==> src/rtl/alu_pipe.sv <==
// Two-stage pipelined ALU with NZVC flags and an architectural flag register.
// Latency: 2 cycles from input accept to out_valid; throughput 1 beat/cycle.
// Backpressure: valid/ready; in_ready drops only when both stages hold beats and out_ready is low.
module alu_pipe #(
  parameter int WIDTH = 64
) (
  input  logic             clk,
  input  logic             reset,
  input  logic             in_valid,
  output logic             in_ready,
  input  logic [WIDTH-1:0] a,
  input  logic [WIDTH-1:0] b,
  input  logic [2:0]       cntrl,
  input  logic             set_flags,
  output logic             out_valid,
  input  logic             out_ready,
  output logic [WIDTH-1:0] result,
  output logic             negative,
  output logic             zero,
  output logic             overflow,
  output logic             carry_out,
  output logic [3:0]       flags
);

  // Stage 1: captured operands
  logic             s1_valid_q;
  logic [WIDTH-1:0] s1_a_q;
  logic [WIDTH-1:0] s1_b_q;
  logic [2:0]       s1_cntrl_q;
  logic             s1_sf_q;

  // Stage 2: computed result and flags
  logic             s2_valid_q;
  logic [WIDTH-1:0] s2_res_q;
  logic             s2_n_q, s2_z_q, s2_v_q, s2_c_q;
  logic             s2_sf_q;

  logic [3:0]       flags_q;

  // Next-state values for stage 2
  logic [WIDTH-1:0] res_d;
  logic             n_d, z_d, v_d, c_d;

  logic [WIDTH-1:0] op_b;
  logic             cin;
  logic             is_arith;
  logic [WIDTH:0]   sum_w;

  logic s2_adv;
  logic accept;
  logic retire;

  // S2 may take a beat if it is empty or its beat is leaving this cycle
  assign s2_adv    = s1_valid_q && (!s2_valid_q || out_ready);
  assign in_ready  = !s1_valid_q || s2_adv;
  assign accept    = in_valid && in_ready;
  assign retire    = s2_valid_q && out_ready;

  assign out_valid = s2_valid_q;
  assign result    = s2_res_q;
  assign negative  = s2_n_q;
  assign zero      = s2_z_q;
  assign overflow  = s2_v_q;
  assign carry_out = s2_c_q;
  assign flags     = flags_q;

  // Operation decode and flag generation from stage-1 contents
  always_comb begin
    op_b     = s1_b_q;
    cin      = 1'b0;
    is_arith = 1'b0;
    res_d    = '0;
    c_d      = 1'b0;
    v_d      = 1'b0;
    case (s1_cntrl_q)
      3'b000: res_d = s1_b_q;
      3'b010: is_arith = 1'b1;
      3'b011: begin
        op_b     = ~s1_b_q;
        cin      = 1'b1;
        is_arith = 1'b1;
      end
      3'b100: res_d = s1_a_q & s1_b_q;
      3'b101: res_d = s1_a_q | s1_b_q;
      3'b110: res_d = s1_a_q ^ s1_b_q;
      default: res_d = '0;
    endcase
    // Subtract reuses the adder as A + ~B + 1
    sum_w = {1'b0, s1_a_q} + {1'b0, op_b} + {{WIDTH{1'b0}}, cin};
    if (is_arith) begin
      res_d = sum_w[WIDTH-1:0];
      c_d   = sum_w[WIDTH];
      v_d   = (s1_a_q[WIDTH-1] == op_b[WIDTH-1]) && (res_d[WIDTH-1] != s1_a_q[WIDTH-1]);
    end
    n_d = res_d[WIDTH-1];
    z_d = (res_d == '0);
  end

  // Stage 1 capture; slot frees when its beat moves on to S2
  always_ff @(posedge clk or posedge reset) begin
    if (reset) begin
      s1_valid_q <= 1'b0;
      s1_a_q     <= '0;
      s1_b_q     <= '0;
      s1_cntrl_q <= 3'b000;
      s1_sf_q    <= 1'b0;
    end else begin
      if (accept) begin
        s1_valid_q <= 1'b1;
        s1_a_q     <= a;
        s1_b_q     <= b;
        s1_cntrl_q <= cntrl;
        s1_sf_q    <= set_flags;
      end else if (s2_adv) begin
        s1_valid_q <= 1'b0;
      end
    end
  end

  // Stage 2 capture; data holds on drain so result keeps its last value
  always_ff @(posedge clk or posedge reset) begin
    if (reset) begin
      s2_valid_q <= 1'b0;
      s2_res_q   <= '0;
      s2_n_q     <= 1'b0;
      s2_z_q     <= 1'b0;
      s2_v_q     <= 1'b0;
      s2_c_q     <= 1'b0;
      s2_sf_q    <= 1'b0;
    end else begin
      if (s2_adv) begin
        s2_valid_q <= 1'b1;
        s2_res_q   <= res_d;
        s2_n_q     <= n_d;
        s2_z_q     <= z_d;
        s2_v_q     <= v_d;
        s2_c_q     <= c_d;
        s2_sf_q    <= s1_sf_q;
      end else if (out_ready) begin
        s2_valid_q <= 1'b0;
      end
    end
  end

  // Architectural flags commit only when a flag-setting beat retires
  always_ff @(posedge clk or posedge reset) begin
    if (reset) begin
      flags_q <= 4'b0000;
    end else if (retire && s2_sf_q) begin
      flags_q <= {s2_n_q, s2_z_q, s2_v_q, s2_c_q};
    end
  end

endmodule
==> config.mk <==
export PLATFORM = sky130hd
export DESIGN_NAME = alu_pipe
export DESIGN_NICKNAME = d
export VERILOG_FILES = /design/src/rtl/alu_pipe.sv
export SDC_FILE = /design/constraint.sdc
export NUM_CORES = 1
export LEC_CHECK = 0
export ABC_AREA = 1
export CAP_MARGIN = 0
export CORE_MARGIN = 2
export CORE_UTILIZATION = 46
export DETAILED_ROUTE_END_ITERATION = 10
export PLACE_DENSITY = 0.71
export SYNTH_ARGS = -nofsm -noshare
export SYNTH_HDL_FRONTEND = slang
export SYNTH_SLANG_ARGS = --single-unit
==> constraint.sdc <==
create_clock -name clk -period 8.34 [get_ports clk]
set_input_delay 2.502 -clock clk [delete_from_list [all_inputs] [get_ports clk]]
set_output_delay 2.502 -clock clk [all_outputs]
set_load 0.01 [all_outputs]
Word-level counts from Yosys, hierarchy flattened
Cells that the tools add are included.
{ "classes": {"eq_ne": 7, "muxes": 11, "reduce_logical": 14, "n_addsub": 2, "bitwise_logic": 4} }
{ "op_table": {"columns": ["op", "count"], "rows": [
  ["$pmux W64 S4", 1],
  ["$mux W64", 2],
  ["$add A64 B64 Y65", 1],
  ["$add A65 B1 Y65", 1],
  ["$and A64 B64 Y64", 1],
  ["$logic_not A64 Y1", 1],
  ["$not A64 Y64", 1],
  ["$or A64 B64 Y64", 1],
  ["$xor A64 B64 Y64", 1],
  ["$eq A3 B3 Y1 const B", 3],
  ["$mux W1", 8],
  ["$eq A3 B2 Y1 const B", 2],
  ["$logic_and A1 B1 Y1", 5],
  ["$reduce_bool A2 Y1", 2],
  ["$logic_not A3 Y1", 1],
  ["$logic_not A1 Y1", 2],
  ["$logic_or A1 B1 Y1", 2],
  ["$reduce_or A2 Y1", 1],
  ["$eq A1 B1 Y1", 1],
  ["$ne A1 B1 Y1", 1]
]} }
{ "word_totals": {"inputBits": 136, "elab_cells": 51, "reg_bits": 207} }

Depth between registers and ports, before layout
Gate-level depths: netlist of the first run.
{ "depth": {"depth_word": 7, "mapped_depth": 29, "mapped_depth_nobuf": 26} }

Worst setup path before layout of the first run
No wires, ideal clock.
{ "synth_timing": {"path_type": "input to output", "startpoint": "in out_ready", "endpoint": "out in_ready", "required_ns": 5.838, "path_slack_ns": 3.152, "arrival_time_ns": 2.686, "stages": 2, "path_buffers": 0, "path_cell_list": "inv_1 nand3_1"} }
{ "synth_between": {"elab_chain_len": 3} }
{ "synth_rtl": {"columns": ["item", "line", "text"], "rows": [
  ["from (decl)", "16", "input logic out_ready,"],
  ["$logic_or A1 B1 Y1", "54", "assign s2_adv = s1_valid_q && (!s2_valid_q || out_ready);"],
  ["$logic_and A1 B1 Y1", "54", null],
  ["$logic_or A1 B1 Y1", "55", "assign in_ready = !s1_valid_q || s2_adv;"],
  ["to (decl)", "10", "output logic in_ready,"]
]} }
No other way between the ends.

Worst setup path in the final report of the first run
Same ends and word-level chain as after synthesis.

==> impl_metrics.yaml, run 1 <==
power:
  ir_drop_uv: 141
  leakage_nw: 10.7
  p_per_area_nw_per_um2: 281
clock_network:
  numCtsBuffers: 24
  postCtsHoldBufs: 0
  cts-root-buf: "clkbuf_16"
  cts_resized: 0
  cts_tree: "yes"
  cts-htree-levels: 1
  postCtsSetupRepairBufs: 0
  clock-sinks: 206
  cts_buffer_depth: 3
  path_clk_slew_ns: 0.06
  worstSkewPairLatency_ns: 0.55
synthesis:
  synth_top_cell_area_share: 0.293
  synth_cells: 2614
  synthFlopType: "dfrtp_1"
  yosys_warnings: 0
  async_flop_share: 1.00
  synthesis.nets: 2947
  seq_area_frac_synth: 0.293
  synth_cell_type_count: 40
  synthTopCellsByArea: "dfrtp_1 29%, nand2_1 15%, ha_1 14%"
  ys_ff_latch: 206
  syn_area_sq_um: 17600
  avgSynthCellArea_sq_um: 6.72
  synth_largest_area_cell: "dfrtp_1"
  synth_edf_count: 0
place:
  portBuffers: 209
  gp_congestion: 0.979
  hpwl_um: 49200
  post-place-ws_ns: 2.10
min_path:
  hold_class: "reg2reg"
status:
  outcome: "finished clean"
critical_path:
  setup.worst_path.end_class: "output port"
  cp_max_fo: 3
  crit_required_ns: 5.84
  crit_type: "in2out"
  arrival_ns: 3.74
  startpoint_type: "input pin"
finish:
  syn_to_final_growth_pct: 18.7
  n_antenna_cell: 0
  postLayoutCoreUtil: 0.554
  seqCellArea_sq_um: 5150
  mostFrequentLayoutCells: "678 x nand2_1, 390 x inv_1, 327 x nor2_1"
  finalNetCount: 3110
  final_common_cell: "nand2_1"
  multiInputGateArea_sq_um: 10600
  drive_above_1_share: 0.0301
  n_fill_cell: 3714
die:
  core_sq_um: 37700
  dieArea_sq_um: 39800
  die_w_um: 199
  initial_core_util: 0.467
  ios: 210
  die_y_um: 199
  rows: 71
sta:
  period_needed_ns: 6.24
  setup_slack_ns: 2.10
  fin_crit_sh: 0.749
  finalMaxSlewViolations: 0
  setup_violations: 0
  max-slew-margin-rel: 0.337
  rsz0062_at_grt: "no"
  totalNegativeSetupSlack_ns: 0
  finClkSkew_ns: 0.0107
  hold_viol_final: 0
  worstMarginPinSlew_ns: 0.994
  fmax_mhz: 160
global_routing:
  grt_pass1_wl_um: 94600
  grt_max_degree: 153
  grt_usage: 0.313
  antenna_found_initial: 1
  overflow: 0
  grt_pass1_vias: 16500
run:
  drv_cap: 0
drt:
  dr.pass1.iters: 7
  routed_wl_um: 62300
  wl_per_cell_um: 18.8
  drtIter0Drc: 1665
  ant_nets: 0
  vias: 17800
  vias_per_cell: 5.39
  drc: 0
[Yosys cell counts (20+ instances only)]
cell,number
nand2_1,680
inv_1,391
nor2_1,327
a21oi_1,225
dfrtp_1,206
ha_1,196
nand3_1,126
o21ai_0,121
xor2_1,64
clkbuf_1,44
a221oi_1,42
a31oi_1,31
nand4_1,20
[worst max-delay path, cell delays in order]
cell	delay [ns]
clkdlybuf4s50_1	0.48
inv_1	0.05
nand3_1	0.14
clkdlybuf4s50_1	0.57
[path summary, 6_finish.rpt]
check / startpoint / to / slack (ns) / depth (start not counted)
max in group asynchronous: reset / s1_b_q[53] / 4.76 / 3
worst min register to register: s1_sf_q / s2_sf_q / 0.47 / 2
min in group asynchronous: reset / result[10] / 2.48 / 2
worst max register to register: s1_cntrl_q[2] / zero / 3.34 / 21
worst max-delay path: out_ready / in_ready / 2.10 / 4
worst min-delay path: s1_sf_q / s2_sf_q / 0.47 / 2
[report_power, final]
part           internal (mW)  switching (mW)
clock network          0.633           0.458
registers               1.25           0.201
logic                   1.17            2.14
total                   3.06            2.80
[final cells by class]
class	instances	area share
Multi-Input combinational cell	1926	0.506
Sequential cell	206	0.247
Timing Repair Buffer	220	0.105
Inverter	399	0.0724
Clock buffer	37	0.0350
Tap cell	511	0.0307
Clock inverter	7	0.00324
[layer usage]
metal / share of wire / global-route usage / vias up
met1: 0.48 / 0.475 / 8426
met2: 0.42 / 0.460 / 626
met3: 0.079 / 0.0484 / 79
met5: 0.00021 / 0 / -
met4: 0.023 / 0.0796 / 2
li1: - / - / 8695
[state kept, by name (all words and copies together), names as in the netlist]
| register | cells |
|---|---|
| zero | 1 |
| s1_a_q | 64 |
| s1_sf_q | 1 |
| s1_valid_q | 1 |
| carry_out | 1 |
| s1_b_q | 64 |
| overflow | 1 |
| flags | 4 |
| s1_cntrl_q | 3 |
| s2_sf_q | 1 |
| out_valid | 1 |
| result | 64 |
[metrics by stage]
| stage | hold slack, ns | std cells | power (mW) | cell area (sq um) |
|---|---|---|---|---|
| 2_1_floorplan | 0.436 | 2614 | 3.42 | 17600 |
| 3_3_place_gp | 0.444 | 3262 | 4.64 | 20100 |
| 3_5_place_dp | 0.460 | 3262 | 4.70 | 20100 |
| 4_1_cts | 0.475 | 3306 | 5.80 | 20900 |
| 5_1_grt | 0.491 | 3306 | 6.28 | 20900 |
| 6_report | 0.468 | 3306 | 5.86 | 20900 |
[cells by family (layout without fill, tap and decap cells)]
logic type | count (synthesis) | in the layout | share of synthesized area
compound gates | 449 | 449 | 0.144
fa+ha+maj | 197 | 197 | 0.141
simple gates | 1212 | 1212 | 0.281
buf+inv | 482 | 663 | 0.107
xor+xnor | 65 | 65 | 0.0324
mux | 3 | 3 | 0.00192
flops | 206 | 206 | 0.293
No activity file was read; power rests on OpenSTA's default activity.
==> run 2: changes to the inputs <==
==> constraint.sdc (replaced) <==
create_clock -name clk -period 5.1 [get_ports clk]
set_input_delay 1.53 -clock clk [delete_from_list [all_inputs] [get_ports clk]]
set_output_delay 1.53 -clock clk [all_outputs]
set_load 0.01 [all_outputs]
==> run 2 against run 1 <==
Worst hold slack better by 0.012 ns. Flip-flop and latch count did not move. Power up 66%. Sequential share of layout area is 0.22 points lower. Count of clock-buffer cells in the layout down 5. Via count rose by 2.3%. Core utilization grew 0.50 points. Highest routed layer unchanged.
==> impl_metrics.yaml, run 2 (synthesis gave the netlist of run 1 again) <==
die:
  initial_core_util: 0.467
  ios: 210
  core_sq_um: 37700
  rows: 71
  die_y_um: 199
  dieArea_sq_um: 39800
  die_w_um: 199
finish:
  n_antenna_cell: 0
  syn_to_final_growth_pct: 19.8
  mostFrequentLayoutCells: "678 x nand2_1, 390 x inv_1, 327 x nor2_1"
  n_fill_cell: 3797
  finalNetCount: 3130
  final_common_cell: "nand2_1"
  drive_above_1_share: 0.0384
clock_network:
  cts_resized: 0
  postCtsSetupRepairBufs: 0
  worstSkewPairLatency_ns: 0.57
  cts_buffer_depth: 3
  path_clk_slew_ns: 0.06
  cts_tree: "yes"
  clock-sinks: 206
  numCtsBuffers: 24
  cts-htree-levels: 1
  cts-root-buf: "clkbuf_16"
  postCtsHoldBufs: 0
critical_path:
  crit_required_ns: 5.58
  cp_max_fo: 29
  rrSetupSlack_ns: 0.44
  cpMaxStageDelayCell: "dfrtp_1"
  cpPeakStageDelay_ns: 0.54
  path_cells: "inv_6 > nand3_4 > buf_4 > xor2_1 > ha_1 > nand2_2 > nor2_2 > nand3_1 > nand2_1 > nand2_1 > nand2_2 > nand2_1 > nand2_1 > o21ai_0 > nor2_1 > nand3_1 > nor2_1 > nand4_1 > nor2_1 > nand3_1 > nand2_1"
  arrival_ns: 5.14
  worst_path_most_repeated_cell: "nand2_1"
  setup.worst_path.end_class: "register"
  crit_type: "reg2reg"
  startpoint_type: "register"
  crit_family: "simple AND/OR/NAND/NOR gates"
  cp_num_buf_inv: 2
sta:
  finClkSkew_ns: 0.0323
  rsz0062_at_grt: "no"
  finalMaxSlewViolations: 0
  hold_viol_final: 0
  fin_crit_sh: 0.913
  setup_slack_ns: 0.443
  fmax_mhz: 215
  period_needed_ns: 4.66
  fin_hold_ws_ns: 0.479
  totalNegativeSetupSlack_ns: 0
  max-slew-margin-rel: 0.258
  setup_violations: 0
  worstMarginPinSlew_ns: 1.11
global_routing:
  overflow: 0
  grt_pass1_wl_um: 99600
  grt_pass1_vias: 17100
  grt_max_degree: 73
  grt_usage: 0.332
  antenna_found_initial: 1
drt:
  wl_per_cell_um: 19.9
  ant_nets: 0
  vias_per_cell: 5.49
  dr.pass1.iters: 9
  vias: 18200
  drc: 0
  drtIter0Drc: 1589
  routed_wl_um: 66300
run:
  drv_cap: 0
power:
  p_per_area_nw_per_um2: 463
  swShare: 0.484
  switchingPower_mw: 4.72
  combinationalPowerShare: 0.573
  ir_drop_uv: 271
  power_mw: 9.74
  clkPwrFrac: 0.182
  p_seq_frac: 0.245
  p_int_mw: 5.02
  leakage_nw: 10.8
min_path:
  hold_class: "reg2reg"
status:
  outcome: "finished clean"
place:
  post-place-ws_ns: 0.668
  hpwl_um: 53400
  gp_congestion: 1.02
  portBuffers: 209
==> run 2: cell count changes in the layout (fill, tap and decap cells not counted) <==
cell | before | now
buf_12 | 2 | 5
clkinvlp_4 | 0 | 4
clkinv_2 | 4 | 6
buf_4 | 9 | 26
clkinv_4 | 2 | 1
inv_8 | 1 | 0
clkbuf_1 | 6 | 1
==> run 2: worst reg2reg max path: stages, from the launching register on <==
cell	delay [ns]
dfrtp_1	0.54
inv_6	0.17
nand3_4	0.39
buf_4	0.41
xor2_1	0.20
ha_1	0.40
nand2_2	0.12
nor2_2	0.21
nand3_1	0.17
nand2_1	0.21
nand2_1	0.11
nand2_2	0.12
nand2_1	0.06
nand2_1	0.05
o21ai_0	0.33
nor2_1	0.24
nand3_1	0.10
nor2_1	0.33
nand4_1	0.16
nor2_1	0.13
nand3_1	0.08
nand2_1	0.06
==> run 2: through the flow <==
step,utilization,std cells,area (sq um)
finish,0.559,3325,21000
detailed placement,0.537,3282,20200
global route,0.559,3325,21000
CTS,0.559,3325,21000
floorplan,-,2614,17600
global placement,0.537,3282,20200
==> run 2: layout make-up <==
type / count / area, sq um / share of cell area
multi-input cells: 1926 / 10600 / 0.502
clock inverters: 11 / 91.3 / 0.00434
flip-flops and latches: 206 / 5150 / 0.245
inverters: 399 / 1510 / 0.0716
clock buffers: 32 / 712 / 0.0338
repair buffers: 240 / 2390 / 0.113
well taps: 511 / 639 / 0.0304
==> run 2: per-layer routing <==
layer,up-vias,share of wire,global-route usage
met4,2,0.034,0.104
li1,8749,-,-
met1,8626,0.47,0.493
met3,109,0.096,0.0753
met2,757,0.40,0.475
met5,-,0.00020,0
==> run 2: final timing paths <==
path | startpoint | endpoint | cells after the start
max in group asynchronous | reset | s1_a_q[19] | 3
worst min register to register | result[40] | result[40] | 2
min in group asynchronous | reset | result[21] | 2
worst max-delay path | s1_cntrl_q[2] | zero | 21
worst min-delay path | result[40] | result[40] | 2
worst max register to register | s1_cntrl_q[2] | zero | 21
==> run 2: power groups by stage <==
| stage | logic [mW] | clock network (mW) | registers, mW |
|---|---|---|---|
| global placement | 5.36 | 0 | 2.39 |
| global route | 6.12 | 1.86 | 2.43 |
| CTS | 5.44 | 1.80 | 2.38 |
| detailed placement | 5.41 | 0 | 2.40 |
| finish | 5.58 | 1.77 | 2.39 |
| floorplan | 3.17 | 0 | 2.43 |
==> edit: new RTL, settings of run 1 <==
`WIDTH`: 64 -> 68.
--- a/src/rtl/alu_pipe.sv
+++ b/src/rtl/alu_pipe.sv
@@ -4,3 +4,3 @@
 module alu_pipe #(
-  parameter int WIDTH = 64
+  parameter int WIDTH = 68
 ) (
Ports: changed (resized a, b and result); port bits go from 210 to 222. The function was not compared with the original's and may differ.
==> edit against run 1 <==
- sequential cell count up 12
- area after synthesis up 5.7%
- cell area up 6.1%
- critical path depth unchanged
- non-clock buffer count up 14
- total power up 6.1%
- first-iteration DRC count down 13%
- via count up 5.5%
- worst setup slack worse by 0.018 ns
- fmax down 0.29%
- wire length up 7.3%
- critical path type unchanged
- critical endpoint unchanged
==> edit: results (changes against run 1) <==
[synthesis]
postSynth.topFlopCell = sky130_fd_sc_hd__dfrtp_1
yosys_warnings = 0  ; unchanged
async_flop_share_pct = 100  ; unchanged
synthTopCellsByCount = 681 x sky130_fd_sc_hd__nand2_1, 431 x sky130_fd_sc_hd__inv_1, 361 x sky130_fd_sc_hd__nor2_1
synth_sequential_area_ratio_pct = 29.4  ; +0.034 points
synth.lib_cells_used.distinct = 43  ; +7.5%
postSynthCellCount = 2756  ; +5.4%
ys_top_cells_by_area = sky130_fd_sc_hd__dfrtp_1 29%, sky130_fd_sc_hd__ha_1 14%, sky130_fd_sc_hd__nand2_1 14%, sky130_fd_sc_hd__inv_1 8.7%, sky130_fd_sc_hd__nor2_1 7.3%
postSynthNetCount = 3110  ; +5.5%

[critical_path]
path_max_fanout = 3  ; unchanged
crit-reg2reg-launch = s1_cntrl_q[2]$_DFFE_PP0P_
timing.reg2reg.setup_slack_ns = 3.52  ; +0.18 ns
worstRegToRegCells = 21  ; unchanged
critical_path_arrival_ns = 3.76  ; +0.02 ns
worst_flop_to_flop_path_endpoint = zero$_DFFE_PP0P_

[drt]
via_count = 18800  ; +5.5%
drtIter0Drc = 1455  ; -13%
drc_violations_left = 0  ; unchanged
detailedRoute.firstPassIterationCount = 5  ; -2
final_wirelength_um = 66800  ; +7.3%
post_drt_wl_per_cell_um = 19.2  ; +2.2%

[placement]
gp_congestion = 0.963  ; -1.6%
dp.cells = 3428  ; +5.1%
post-place-ws_ns = 2.07  ; -0.0265 ns
dp.final_hpwl_um = 52800  ; +7.2%
placed_area_um2 = 21200  ; +5.9%
placement.io_buffers = 221  ; +5.7%

[layout]
final.fill_count = 3996  ; +7.6%
nets = 3286  ; +5.7%
drive_gt1_share_pct = 3.05  ; +0.049 points
areaGrowthSynthToFinish_pct = 19.1
diodes = 0  ; unchanged

[clock_tree]
tritoncts.num_buffers = 27  ; +13%
cts_resized = 0  ; unchanged
clock_tree.buffer_depth = 3  ; unchanged
clock-root-buffer = sky130_fd_sc_hd__clkbuf_16
cts.repair_timing.setup_buffer_count = 0  ; unchanged
clock_insertion_delay_worst_skew_ns = 0.56
clkTransAtPathRegs_ns = 0.06  ; about the same
cts-htree-levels = 1  ; unchanged

[power]
ir_drop_v = 0.000171  ; +22%
power.switching_fraction_pct = 47.2  ; -0.60 points
power.leakage_uw = 0.0112  ; +5.1%

[run_status]
outcome = finished clean

[global_route]
grt_start_max_net_pins = 147  ; -3.9%
grt_pass1_vias = 18200  ; +9.9%
antenna_found_initial = 4  ; +3
wire_length_of_the_first_global_routing_pass_um = 102000  ; +7.9%
groute.usage.overall_pct = 31.7  ; +0.43 points

[sta]
worst_slew_pin_slew_ns = 1.10  ; +0.105 ns
holdWs_ns = 0.472  ; +0.00492 ns
skew_ns = 0.0211  ; +0.0104 ns

[hold_path]
hold_path.class = flop to flop
worst_hold_startpoint = s1_sf_q$_DFFE_PP0P_
worst_hold_path.num_cells = 2  ; unchanged
hold_end = s2_sf_q$_DFFE_PP0P_

## edit: cell types whose count changed in the layout (fill, tap and decap cells not counted), moves of 7 or more
| cell | delta |
|---|---|
| sky130_fd_sc_hd__a221oi_1 | +12 |
| sky130_fd_sc_hd__a31oi_1 | +9 |
| sky130_fd_sc_hd__clkdlybuf4s50_1 | +12 |
| sky130_fd_sc_hd__dfrtp_1 | +12 |
| sky130_fd_sc_hd__ha_1 | +13 |
| sky130_fd_sc_hd__inv_1 | +38 |
| sky130_fd_sc_hd__nand4_1 | +7 |
| sky130_fd_sc_hd__nor2_1 | +34 |
| sky130_fd_sc_hd__o2111ai_1 | -7 |
| sky130_fd_sc_hd__o21ai_0 | +18 |
## edit: logic make-up after synthesis
logic type	count (synthesis)	synth area share (%)
AOI/OAI and AO/OA	491	15.1
xor gates and xnor gates	70	3.30
adders and majority gates	210	14.2
buffers and inverters	522	10.7
DFF	218	29.4
muxes	2	0.121
and+or+nand+nor	1243	27.2
## edit: metal layers
| metal | vias to the layer above | part of all wire, % | global-route usage [%] |
|---|---|---|---|
| met1 | 8918 | 46 | 45.3 |
| met2 | 595 | 44 | 49.6 |
| met3 | 79 | 7.9 | 5.90 |
| met5 | - | 0.054 | 0 |
| met4 | 6 | 2.1 | 7.14 |
| li1 | 9208 | - | - |
## edit: layout make-up
| cell class | count | area share (%) |
|---|---|---|
| tap | 525 | 2.97 |
| sequential | 218 | 24.7 |
| clock buffer | 33 | 3.34 |
| clock inverter | 11 | 0.645 |
| multi-input combinational | 2016 | 50.4 |
| timing repair buffer | 234 | 10.6 |
| inverter | 435 | 7.40 |
## edit: how the worst max path moves through the flow
stage	slack, ns	endpoint	cells after the start	from
after CTS	2.07	in_ready	4	out_ready
after detailed placement	2.07	in_ready	4	out_ready
after global routing	2.03	in_ready	4	out_ready
after floorplan	3.00	carry_out$_DFFE_PP0P_	1	reset
final	2.08	in_ready	4	out_ready
after global placement	2.10	in_ready	4	out_ready
## edit: worst max-delay path, stage by stage
cell	delay (ns)
sky130_fd_sc_hd__clkdlybuf4s50_1	0.48
sky130_fd_sc_hd__inv_1	0.06
sky130_fd_sc_hd__nand3_1	0.15
sky130_fd_sc_hd__clkdlybuf4s50_1	0.57
## edit: power by group through the flow
stage / logic, uW / clock network (uW) / registers [uW]
finish: 3490 / 1190 / 1530
global route: 3880 / 1250 / 1560
CTS: 3460 / 1210 / 1530
detailed placement: 3440 / 0 / 1540
global placement: 3390 / 0 / 1530
floorplan: 2040 / 0 / 1570
